===== config.mk =====
export PLATFORM = sky130hd
export DESIGN_NAME = hazard_fwd_ctrl
export DESIGN_NICKNAME = d
export VERILOG_FILES = /design/src/rtl/hazard_fwd_ctrl.sv
export SDC_FILE = /design/constraint.sdc
export NUM_CORES = 1
export LEC_CHECK = 0
export BUFFER_PORTS_ARGS = -buffer_cell sky130_fd_sc_hd__buf_2
export CAP_MARGIN = 10
export CORE_MARGIN = 8
export CORE_UTILIZATION = 51
export CTS_BUF_LIST = sky130_fd_sc_hd__clkbuf_4
export DETAILED_ROUTE_END_ITERATION = 8
export PLACE_DENSITY = 0.77
export SLEW_MARGIN = 10
export SYNTH_ARGS = -nofsm -noshare
export SYNTH_HDL_FRONTEND = slang
export SYNTH_SLANG_ARGS = --single-unit

===== constraint.sdc =====
create_clock -name clk -period 3.5 [get_ports clk]
set_input_delay 0.35 -clock clk [delete_from_list [all_inputs] [get_ports clk]]
set_output_delay 0.35 -clock clk [all_outputs]
set_load 0.02 [all_outputs]

===== src/rtl/hazard_fwd_ctrl.sv =====
// -----------------------------------------------------------------------------
// hazard_fwd_ctrl
//
// Hazard and forwarding controller for a 5-stage pipeline. Tracks the
// destination registers of the instructions in EX, MEM and WB, produces the
// EX-stage operand forward selects, and generates the stall, flush, bubble
// and hold controls for load-use hazards, multi-cycle MDU operations and
// taken branches.
//
// Ports:
//   clk, reset              clock (rising edge), synchronous active-high reset
//   id_valid                ID holds a real instruction
//   id_rs, id_rt            ID source register indices
//   id_uses_rs, id_uses_rt  the corresponding source is actually read
//   id_rd, id_we            ID destination index and write enable
//   id_is_load, id_is_mdu   ID instruction class
//   ex_branch_taken         branch in EX resolved taken this cycle
//   stall_if                hold PC and IF/ID                (combinational)
//   flush_if_id             clear IF/ID                      (combinational)
//   bubble_ex               load NOP into ID/EX              (combinational)
//   bubble_mem              load NOP into EX/MEM             (combinational)
//   hold_ex                 hold ID/EX and EX-stage state    (combinational)
//   fwd_a_sel, fwd_b_sel    EX operand mux selects           (registered)
//                           00 regfile, 01 EX/MEM, 10 MEM/WB
//   mdu_busy                MDU countdown active             (registered)
// -----------------------------------------------------------------------------
module hazard_fwd_ctrl #(
    parameter int REGW       = 5,
    parameter int MDU_CYCLES = 4
) (
    input  logic            clk,
    input  logic            reset,
    input  logic            id_valid,
    input  logic [REGW-1:0] id_rs,
    input  logic [REGW-1:0] id_rt,
    input  logic            id_uses_rs,
    input  logic            id_uses_rt,
    input  logic [REGW-1:0] id_rd,
    input  logic            id_we,
    input  logic            id_is_load,
    input  logic            id_is_mdu,
    input  logic            ex_branch_taken,
    output logic            stall_if,
    output logic            flush_if_id,
    output logic            bubble_ex,
    output logic            bubble_mem,
    output logic            hold_ex,
    output logic [1:0]      fwd_a_sel,
    output logic [1:0]      fwd_b_sel,
    output logic            mdu_busy
);

    localparam int CW = $clog2(MDU_CYCLES) + 1;
    localparam logic [CW-1:0] MDU_LOAD = CW'(MDU_CYCLES - 1);
    localparam logic [CW-1:0] CNT_ONE  = CW'(1);

    typedef struct packed {
        logic            valid;
        logic            we;
        logic [REGW-1:0] rd;
        logic            is_load;
        logic            is_mdu;
    } entry_t;

    typedef enum logic [1:0] {
        MODE_RUN,
        MODE_LOADUSE,
        MODE_FLUSH,
        MODE_BUSY
    } mode_t;

    entry_t          ex_q, mem_q, wb_q;
    entry_t          id_entry;
    logic [CW-1:0]   mdu_cnt;
    mode_t           mode;
    logic            load_use;
    logic [1:0]      sel_a_next, sel_b_next;

    // Register 0 is hard-wired, so a write to it never produces a hazard.
    function automatic logic match(entry_t e, logic [REGW-1:0] r);
        return e.valid & e.we & (e.rd == r) & (r != '0);
    endfunction

    // The youngest producer (EX) wins over the older one (MEM).
    function automatic logic [1:0] fwd_sel(entry_t ex_e, entry_t mem_e,
                                           logic used, logic [REGW-1:0] r);
        if (used && match(ex_e, r))
            return 2'b01;
        else if (used && match(mem_e, r))
            return 2'b10;
        else
            return 2'b00;
    endfunction

    assign id_entry = '{valid: id_valid, we: id_we, rd: id_rd,
                        is_load: id_is_load, is_mdu: id_is_mdu};

    // -------------------------------------------------------------------------
    // Next-mode decision, highest priority first.
    // -------------------------------------------------------------------------
    always_comb begin
        // NOTE: every variable gets a default first so no path leaves it
        // unassigned, which would otherwise infer a latch.
        mode       = MODE_RUN;
        load_use   = id_valid & ex_q.is_load &
                     ((id_uses_rs & match(ex_q, id_rs)) |
                      (id_uses_rt & match(ex_q, id_rt)));
        sel_a_next = fwd_sel(ex_q, mem_q, id_uses_rs, id_rs);
        sel_b_next = fwd_sel(ex_q, mem_q, id_uses_rt, id_rt);
        if (mdu_cnt != '0)
            mode = MODE_BUSY;
        else if (ex_branch_taken)
            mode = MODE_FLUSH;
        else if (load_use)
            mode = MODE_LOADUSE;
    end

    // -------------------------------------------------------------------------
    // Tracker, forward selects and MDU countdown.
    // -------------------------------------------------------------------------
    always_ff @(posedge clk) begin
        // NOTE: sequential state uses non-blocking assignments so every
        // register samples the pre-edge values of the others.
        if (reset) begin
            ex_q      <= '0;
            mem_q     <= '0;
            wb_q      <= '0;
            mdu_cnt   <= '0;
            fwd_a_sel <= 2'b00;
            fwd_b_sel <= 2'b00;
        end else begin
            case (mode)
                MODE_BUSY: begin
                    // MDU instruction stays in EX; its selects stay too.
                    mem_q   <= '0;
                    wb_q    <= mem_q;
                    mdu_cnt <= mdu_cnt - CNT_ONE;
                end
                MODE_FLUSH, MODE_LOADUSE: begin
                    ex_q      <= '0;
                    mem_q     <= ex_q;
                    wb_q      <= mem_q;
                    fwd_a_sel <= 2'b00;
                    fwd_b_sel <= 2'b00;
                end
                default: begin
                    ex_q      <= id_valid ? id_entry : '0;
                    mem_q     <= ex_q;
                    wb_q      <= mem_q;
                    fwd_a_sel <= sel_a_next;
                    fwd_b_sel <= sel_b_next;
                    if (id_valid && id_is_mdu && (MDU_CYCLES > 1))
                        mdu_cnt <= MDU_LOAD;
                end
            endcase
        end
    end

    // -------------------------------------------------------------------------
    // Mode-dependent pipeline controls. Held at 0 during reset so a stale
    // countdown or tracker entry cannot stall the front end.
    // -------------------------------------------------------------------------
    always_comb begin
        stall_if    = 1'b0;
        flush_if_id = 1'b0;
        bubble_ex   = 1'b0;
        bubble_mem  = 1'b0;
        hold_ex     = 1'b0;
        if (!reset) begin
            case (mode)
                MODE_BUSY: begin
                    stall_if   = 1'b1;
                    hold_ex    = 1'b1;
                    bubble_mem = 1'b1;
                end
                MODE_FLUSH: begin
                    flush_if_id = 1'b1;
                    bubble_ex   = 1'b1;
                end
                MODE_LOADUSE: begin
                    stall_if  = 1'b1;
                    bubble_ex = 1'b1;
                end
                default: ;
            endcase
        end
    end

    assign mdu_busy = (mdu_cnt != '0);

    // The WB entry and the class bits of older entries do not steer any
    // control; they are kept so the tracker mirrors the whole back end.
    logic unused_tracker;
    assign unused_tracker = ^{wb_q, mem_q.is_load, mem_q.is_mdu, ex_q.is_mdu};

endmodule


==> flow_summary.yaml, run 1 <==
status:
  status: "completed"
power_and_ir_drop:
  leakage_nw: 0.5735
  powerDensity_mw_per_mm2: 748.9
  power_mw: 0.9641
  ir_worst_vdd_v: 0.0004531
cts:
  cts_resized: 0
  root_buffer: "clkbuf_4"
  insertion_delay_ns: 0.31
  cts_buffers: 3
  holdBufCountCts: 0
  clock-sinks: 22
  postCtsSetupRepairBufs: 0
  cts_tree: "done"
  clk_pin_slew_ns: 0.12
  htreeDepth: 1
  cts_buffer_depth: 2
timing:
  rsz0062_at_grt: "no"
  fin_crit_sh: 0.9210
  min_period_ns: 3.223
  setup_viol: 0
  tightest_slew_ns: 0.5794
  slew_viol_final: 0
  finalHoldViolations: 0
  final.setup.tns_ns: 0
  fmax_mhz: 310.2
  skew_ns: 0.002609
  max-slew-margin-rel: 0.6120
global_route:
  grt_pass1_vias: 871
  grt_usage: 0.1391
  antenna_found_initial: 0
  grt_max_degree: 15
  grt_pass1_wl_um: 3857
  grt_remaining_overflow: 0
drt:
  post_drt_wl_per_cell_um: 14.24
  ant_nets: 0
  drtIter0Drc: 28
  first_pass_iters: 4
  drcViolationCount: 0
  drt_wl_total_um: 2450
  vias: 894
  routed_via_density: 5.198
logic_synthesis:
  synth_area_per_cell_um2: 9.480
  synth_top_cell_area_share: 0.4185
  yosysUniqueCellTypes: 27
  synth_area_mm2: 0.001052
  syn_nets: 138
  seq_area_frac_synth: 0.4185
  yosysWarnings: 0
  synth_area_leaders: "dfxtp_1, xnor2_1, xor2_1, a22o_1, and2_1"
  syn_inst: 111
  synth_top_cell_by_area: "dfxtp_1"
  yosys_register_bits: 22
setup_path:
  crit_required_ns: 3.15
  end_kind: "primary output"
  critPathTopFamily: "simple AND/OR/NAND/NOR gates"
  critical_path_buf_inv_count: 1
  path_cells: "xnor2_1 -> nand4_1 -> nor4_1 -> o21ai_1 -> nand2_1 -> ha_1 -> nor2b_2 -> buf_2"
  worstSetupPathType: "reg2out"
  startpoint_type: "register"
  path_max_fanout: 14
  cpPeakStageDelay_ns: 0.55
  crit_arrival_ns: 2.87
  slowest_stage: "nor2b_2"
cells_and_area:
  final_core_util: 0.6563
  final_area_mm2: 0.001287
  fin_cells: 172
  n_antenna_cell: 0
  mostFrequentLayoutCell: "buf_2"
  nFillCells: 184
  area_growth_pct: 22.35
  nNetsFinal: 173
  drive_above_1_share: 0.2828
  mostFrequentLayoutCells: "buf_2, dfxtp_1, xnor2_1, xor2_1, a22o_1"
min_path:
  hold_class: "in2reg"
placement:
  hpwl_um: 1966
  routabilityCongestion: 1.016
  dp.cells: 168
  io_buffer_count: 33
  dpl_cell_area_mm2: 0.001232
floorplan:
  die_area_mm2: 0.003773
  rows: 16
  ioPinCount: 34
  initial_utilization: 0.5364
  die_h_um: 61.43
  core-area_mm2: 0.001962
  die_w_um: 61.43
run:
  maxCapViolCount: 0
-- final timing paths --
kind	startpoint	to	slack, ns	depth (start not counted)
setup / recovery	ex_q[3]	bubble_mem	0.28	8
hold / removal	id_we	ex_q[7]	0.24	2
setup reg to reg	ex_q[3]	fwd_a_sel[1]	0.32	11
hold reg to reg	fwd_a_sel[1]	fwd_a_sel[1]	0.45	2
-- cell families after synthesis --
kind of cell / synth area share
AOI/OAI and AO/OA: 0.1391
xor gates and xnor gates: 0.1665
adders and majority gates: 0.03568
buffers and inverters: 0.03924
DFF: 0.4185
and+or+nand+nor: 0.2010
-- layer usage --
layer | part of all wire | global-route usage | wire length [µm]
met2 | 0.44 | 0.2209 | 1089
met3 | 0.076 | 0.03758 | 185
met4 | 0.024 | 0.07792 | 59
met5 | 0 | 0 | 0
met1 | 0.46 | 0.1649 | 1115
-- stage by stage --
| stage | hold slack (ns) | setup slack [ns] |
|---|---|---|
| finish | 0.2416 | 0.2766 |
| global route | 0.2345 | 0.01441 |
| floorplan | 0.4410 | 0.4373 |
| CTS | 0.2308 | 0.01124 |
| global placement | 0.4318 | 0.2377 |
| detailed placement | 0.4411 | 0.1956 |
-- synth_stat cells --
library cell,number
a211oi_1,1
a21o_1,1
a21oi_1,3
a22o_1,9
and2_1,8
buf_4,1
buf_6,1
clkbuf_1,2
dfxtp_1,22
ha_1,3
inv_1,4
nand2_1,6
nand2b_1,1
nand3_1,2
nand3b_1,1
nand4_1,2
nor2_1,6
nor2b_1,2
nor3_2,1
nor4_1,3
o21ai_0,2
o21ai_1,4
o31ai_1,1
or3b_2,1
or4_1,4
xnor2_1,10
xor2_1,10
-- layout make-up --
class,count,area [µm²],share of cell area
multi-input combinational,81,573.1,0.4451
sequential,22,440.4,0.3421
timing repair buffer,34,172.7,0.1341
tap,27,33.78,0.02624
clock inverter,1,30.03,0.02332
clock buffer,3,22.52,0.01749
inverter,4,15.01,0.01166
-- state kept, by name, indices dropped and copies added (netlist names) --
signal	flops
ex_q	8
mem_q	7
mdu_cnt	3
fwd_a_sel	2
fwd_b_sel	2
-- power by group --
group | total [mW] | switching (mW) | internal (mW)
Combinational | 0.433 | 0.249 | 0.184
Sequential | 0.339 | 0.0406 | 0.298
Clock | 0.192 | 0.0765 | 0.116
Total | 0.964 | 0.366 | 0.598
No activity file was read; power rests on OpenSTA's default activity.
==> run 2, diff against run 1 <==
--- a/config.mk
+++ b/config.mk
@@ -7,2 +7,3 @@
 export LEC_CHECK = 0
+export ABC_AREA = 1
 export BUFFER_PORTS_ARGS = -buffer_cell sky130_fd_sc_hd__buf_2
@@ -10,6 +11,6 @@
 export CORE_MARGIN = 8
-export CORE_UTILIZATION = 51
+export CORE_UTILIZATION = 53
 export CTS_BUF_LIST = sky130_fd_sc_hd__clkbuf_4
 export DETAILED_ROUTE_END_ITERATION = 8
-export PLACE_DENSITY = 0.77
+export PLACE_DENSITY = 0.78
 export SLEW_MARGIN = 10
--- a/constraint.sdc
+++ b/constraint.sdc
@@ -3,2 +3,2 @@
 set_output_delay 0.35 -clock clk [all_outputs]
-set_load 0.02 [all_outputs]
+set_load 0.05 [all_outputs]
==> flow_summary.yaml, run 2 <==
cells_and_area:
  mostFrequentLayoutCells: "nand2_1, buf_2, nor2_1"
  largest_reg_flops: 8
  n_antenna_cell: 0
  top_register: "ex_q"
  area_growth_pct: 20.34
  nNetsFinal: 233
  final_core_util: 0.6551
  top_regs: "ex_q (8), mem_q (7), mdu_cnt (3)"
  drive_above_1_share: 0.2195
  final_area_mm2: 0.001421
  mostFrequentLayoutCell: "nand2_1"
  fin_cells: 233
timing:
  setup_slack_ns: 0.8991
  skew_ns: 0.002212
  max-slew-margin-rel: 0.8131
  fmax_mhz: 384.5
  finalHoldViolations: 0
  slew_viol_final: 0
  min_period_ns: 2.601
  rsz0062_at_grt: "no"
  fin_crit_sh: 0.7431
  setup_viol: 0
  final.setup.tns_ns: 0
  fin_hold_ws_ns: 0.2662
  tightest_slew_ns: 0.2800
setup_path:
  startpoint_type: "register"
  path_depth: 12
  crit_required_ns: 3.15
  slowest_stage: "dfxtp_1"
  path_cells: "nand2_1 -> nor2_1 -> nand3_1 -> nor2_1 -> nand2_1 -> nand2_1 -> nand2_1 -> nand2_1 -> ha_1 -> inv_2 -> nor2_2 -> buf_2"
  cp_common_cell: "nand2_1"
  critPathTopFamily: "simple AND/OR/NAND/NOR gates"
  r2r_cells: 13
  end_kind: "primary output"
  cpPeakStageDelay_ns: 0.36
  path_max_fanout: 7
  critical_path_buf_inv_count: 2
  crit_arrival_ns: 2.25
  worstSetupPathType: "reg2out"
placement:
  io_buffer_count: 33
  routabilityCongestion: 0.9078
  hpwl_um: 2262
  dp.cells: 229
  dpl_cell_area_mm2: 0.001369
  pre_cts_slack_ns: 1.139
drt:
  drcViolationCount: 0
  post_drt_wl_per_cell_um: 11.72
  drt_wl_total_um: 2731
  first_pass_iters: 4
  routed_via_density: 4.944
  drtIter0Drc: 47
  vias: 1152
  ant_nets: 0
cts:
  cts_buffer_depth: 2
  cts_tree: "done"
  postCtsSetupRepairBufs: 0
  htreeDepth: 1
  cts_resized: 0
  holdBufCountCts: 0
  cts_buffers: 3
  insertion_delay_ns: 0.30
  clk_pin_slew_ns: 0.12
  clock-sinks: 22
  root_buffer: "clkbuf_4"
floorplan:
  die_h_um: 63.21
  ioPinCount: 34
  rows: 17
  die_area_mm2: 0.003995
  initial_utilization: 0.5444
  core-area_mm2: 0.002170
  die_w_um: 63.21
logic_synthesis:
  synth_area_leaders: "dfxtp_1, nand2_1, nor2_1, inv_1, xnor2_1"
  post-synth-top-count-cell: "nand2_1"
  yosysUniqueCellTypes: 23
  ys.flop_type: "dfxtp_1"
  synth_enable_flop_cells: 0
  synth-async-reset-ratio: 0
  synth_top_cell_by_area: "dfxtp_1"
  synth_common_cells: "nand2_1, nor2_1, inv_1"
  seq_area_frac_synth: 0.3729
  synth_area_mm2: 0.001181
  synth_area_per_cell_um2: 6.948
  yosys_register_bits: 22
  synth_top_cell_area_share: 0.3729
  yosysWarnings: 0
  syn_nets: 197
  syn_inst: 170
global_route:
  grt_usage: 0.1442
  grt_remaining_overflow: 0
  grt_max_degree: 14
  antenna_found_initial: 0
  grt_pass1_wl_um: 4878
  grt_pass1_vias: 1162
run:
  maxCapViolCount: 0
power_and_ir_drop:
  powerDensity_mw_per_mm2: 784.8
  ir_worst_vdd_v: 0.0006304
  power_mw: 1.116
  leakage_nw: 0.6755
min_path:
  hold_class: "in2reg"
  whs_path_depth: 3
status:
  status: "completed"
[run 2: cell count changes after synthesis, sizes merged, moves of 3 or more]
cell	delta
inv	+23
a22o	-9
and2	-8
nand3	+9
or4	-4
xor2	-5
nand2	+30
o21ai	+6
nor2	+23
nor4	-3
nor3	+5
[run 2: routing by layer]
metal	up-vias	GRT usage	share of wire
li1	599	-	-
met1	528	0.1670	0.47
met2	23	0.2510	0.47
met3	2	0.04594	0.053
met4	0	0.03343	0.0073
met5	-	0	0
[run 2: kinds of logic (layout without fill, tap and decap cells)]
kind of cell / count (synthesis) / count (layout) / share of synthesized area
AO/OA/AOI/OAI: 19 / 19 / 0.08582
flip-flops: 22 / 22 / 0.3729
XOR/XNOR: 13 / 13 / 0.09640
AND/OR/NAND/NOR: 84 / 84 / 0.3167
adder cells (fa/ha/maj): 3 / 3 / 0.03178
buffers and inverters: 29 / 64 / 0.09640
[run 2: final cells by class]
class | count | area (µm²)
multi-input combinational | 119 | 626.9
tap | 28 | 35.03
inverter | 27 | 101.3
clock inverter | 1 | 30.03
sequential | 22 | 440.4
fill | 210 | 748.2
timing repair buffer | 33 | 165.2
clock buffer | 3 | 22.52
[run 2: power breakdown]
part | internal (mW) | switching, mW | leakage (nW)
sequential | 0.298 | 0.0298 | 0.178
clock | 0.116 | 0.0750 | 0.0279
combinational | 0.172 | 0.424 | 0.469
total | 0.586 | 0.529 | 0.676
[run 2: final timing paths]
path / from / slack, ns / end
max: ex_q[7] / 0.90 / hold_ex
min: id_rd[4] / 0.27 / ex_q[6]
max reg2reg: ex_q[7] / 1.43 / ex_q[1]
min reg2reg: fwd_b_sel[1] / 0.46 / fwd_b_sel[1]
[run 2: worst reg2reg max path, stage by stage (launching register included)]
cell     delay [ns]
dfxtp_1        0.36
nand2_1        0.10
nor2_1         0.13
nand3_1        0.08
nor2_1         0.13
nand2_1        0.11
nand2_1        0.08
nand2_1        0.06
nand2_1        0.06
ha_1           0.19
inv_2          0.08
nor2_2         0.24
inv_1          0.19
o21ai_0        0.19
==> run 3, diff against run 2 <==
clock period = 2.56 ns   (was 3.5 ns; I/O delays follow)
==> flow_summary.yaml, run 3 (same netlist as run 2, synthesis figures left out) <==
setup_path:
  r2r-start: "ex_q[7]"
  critical_path_buf_inv_count: 2
  cpPeakStageDelay_ns: 0.36
  crit_arrival_ns: 2.09
  endpoint: "bubble_mem"
  crit_required_ns: 2.30
  critPathTopFamily: "simple AND/OR/NAND/NOR gates"
  cp_common_cell: "nand2_1"
  r2r_end: "fwd_a_sel[1]"
  startpoint_type: "register"
  path_max_fanout: 7
  rrSetupSlack_ns: 0.56
  worstSetupPathType: "reg2out"
  crit_path_start: "ex_q[7]"
  slowest_stage: "dfxtp_1"
  r2r_cells: 14
  path_cells: "nand2_1 -> nor2_1 -> nand3_1 -> nor2_1 -> nand2_1 -> nand2_1 -> nand2_1 -> nand2_1 -> ha_2 -> inv_2 -> nor2_4 -> buf_4"
  end_kind: "primary output"
  path_depth: 12
global_route:
  antenna_found_initial: 0
  use_met3: 0.04594
  use_met2: 0.2510
  grt_usage: 0.1442
  met1_usage: 0.1670
  grt_max_degree: 14
  grt_pass1_vias: 1162
  grt-busiest-layer: "met2"
  grt_remaining_overflow: 0
  grt_pass1_wl_um: 4878
cells_and_area:
  final_area_mm2: 0.001434
  largest_reg_flops: 8
  nNetsFinal: 233
  mostFrequentLayoutCell: "nand2_1"
  fin_cells: 233
  area_growth_pct: 21.40
  n_antenna_cell: 0
  top_register: "ex_q"
  top_regs: "ex_q (8), mem_q (7), mdu_cnt (3)"
  mostFrequentLayoutCells: "nand2_1, buf_2, nor2_1"
  drive_above_1_share: 0.2244
cts:
  clk_pin_slew_ns: 0.12
  cts_buffers: 3
  insertion_delay_ns: 0.30
  clock-sinks: 22
  cts_tree: "done"
  cts_buffer_depth: 2
  htreeDepth: 1
  root_buffer: "clkbuf_4"
  postCtsSetupRepairBufs: 0
drt:
  drcViolationCount: 0
  routed_via_density: 4.931
  first_pass_iters: 4
  drt_wl_total_um: 2745
  vias: 1149
  post_drt_wl_per_cell_um: 11.78
  drtIter0Drc: 59
  ant_nets: 0
timing:
  setup_slack_ns: 0.2187
  tightest_slew_ns: 0.2604
  setup_viol: 0
  finalHoldViolations: 0
  fin_hold_ws_ns: 0.1722
  max-slew-margin-rel: 0.8276
  fmax_mhz: 427.1
  min_period_ns: 2.341
  rsz0062_at_grt: "yes"
  skew_ns: 0.002228
  fin_crit_sh: 0.9146
  slew_viol_final: 0
min_path:
  hold_class: "in2reg"
  whs_path_depth: 3
floorplan:
  rows: 17
  die_area_mm2: 0.003995
  initial_utilization: 0.5444
  die_h_um: 63.21
  core-area_mm2: 0.002170
  ioPinCount: 34
  die_w_um: 63.21
power_and_ir_drop:
  internal_power_mw: 0.8210
  switching_power_mw: 0.7308
  ir_worst_vdd_v: 0.0009322
  switching_share: 0.4709
  power_mw: 1.552
  powerDensity_mw_per_mm2: 1082
  seqPwrFrac: 0.289
  leakage_nw: 0.6745
  pwr-share-comb: 0.543
  clock_power_share: 0.168
placement:
  dpl_cell_area_mm2: 0.001369
  pre_cts_slack_ns: 0.3871
  dp.cells: 229
  routabilityCongestion: 0.9078
  hpwl_um: 2262
  io_buffer_count: 33
run:
  maxCapViolCount: 0
status:
  status: "completed"
==> run 3: cell counts in the layout (fill, tap and decap cells not counted) <==
Identical to the previous run, type by type.
==> run 3: how the worst min path moves through the flow <==
stage	startpoint	end	slack, ns
2_1_floorplan	reset	mdu_cnt[2]	0.33
4_1_cts	id_rd[3]	ex_q[5]	0.17
3_3_place_gp	ex_q[8]	mem_q[8]	0.43
5_1_grt	id_rd[1]	ex_q[3]	0.17
3_5_place_dp	fwd_b_sel[1]	fwd_b_sel[1]	0.44
6_report	id_rd[4]	ex_q[6]	0.17
==> run 3: metrics by stage <==
stage / utilization / setup TNS [ns]
2_1_floorplan: - / 0
4_1_cts: 0.6551 / 0
3_5_place_dp: 0.6309 / 0
6_report: 0.6609 / 0
3_3_place_gp: 0.6309 / 0
5_1_grt: 0.6609 / -0.03215
==> run 3: metal layers <==
| metal | share of wire | vias up |
|---|---|---|
| met5 | 0 | - |
| met4 | 0.0073 | 0 |
| met3 | 0.058 | 2 |
| met2 | 0.47 | 27 |
| met1 | 0.46 | 521 |
| li1 | - | 599 |
==> run 3: area by class of cell <==
| type | count | area (µm²) |
|---|---|---|
| fill | 210 | 735.7 |
| multi-input combinational | 119 | 634.4 |
| sequential | 22 | 440.4 |
| timing repair buffer | 33 | 170.2 |
| inverter | 27 | 101.3 |
| tap | 28 | 35.03 |
| clock inverter | 1 | 30.03 |
| clock buffer | 3 | 22.52 |
==> run 3: what timing repair did <==
| action | CTS | global route |
|---|---|---|
| resized for setup | 0 | 6 |
| hold buffers | 0 | 0 |
| setup endpoints to repair | 0 | 3 |
==> run 3: power groups by stage <==
stage	clock, mW	combinational, mW	sequential (mW)
final	0.261	0.843	0.449
after global routing	0.279	0.923	0.457
after CTS	0.262	0.819	0.449
after detailed placement	0	0.814	0.456
after global placement	0	0.788	0.454
after floorplan	0	0.655	0.446
==> run 3: tightest hold or removal path: cells and delay by family <==
kind,cells,cell delay (ns)
AO/OA/AOI/OAI,1,0.06
buffers and inverters,1,0.07
AND/OR/NAND/NOR,1,0.06
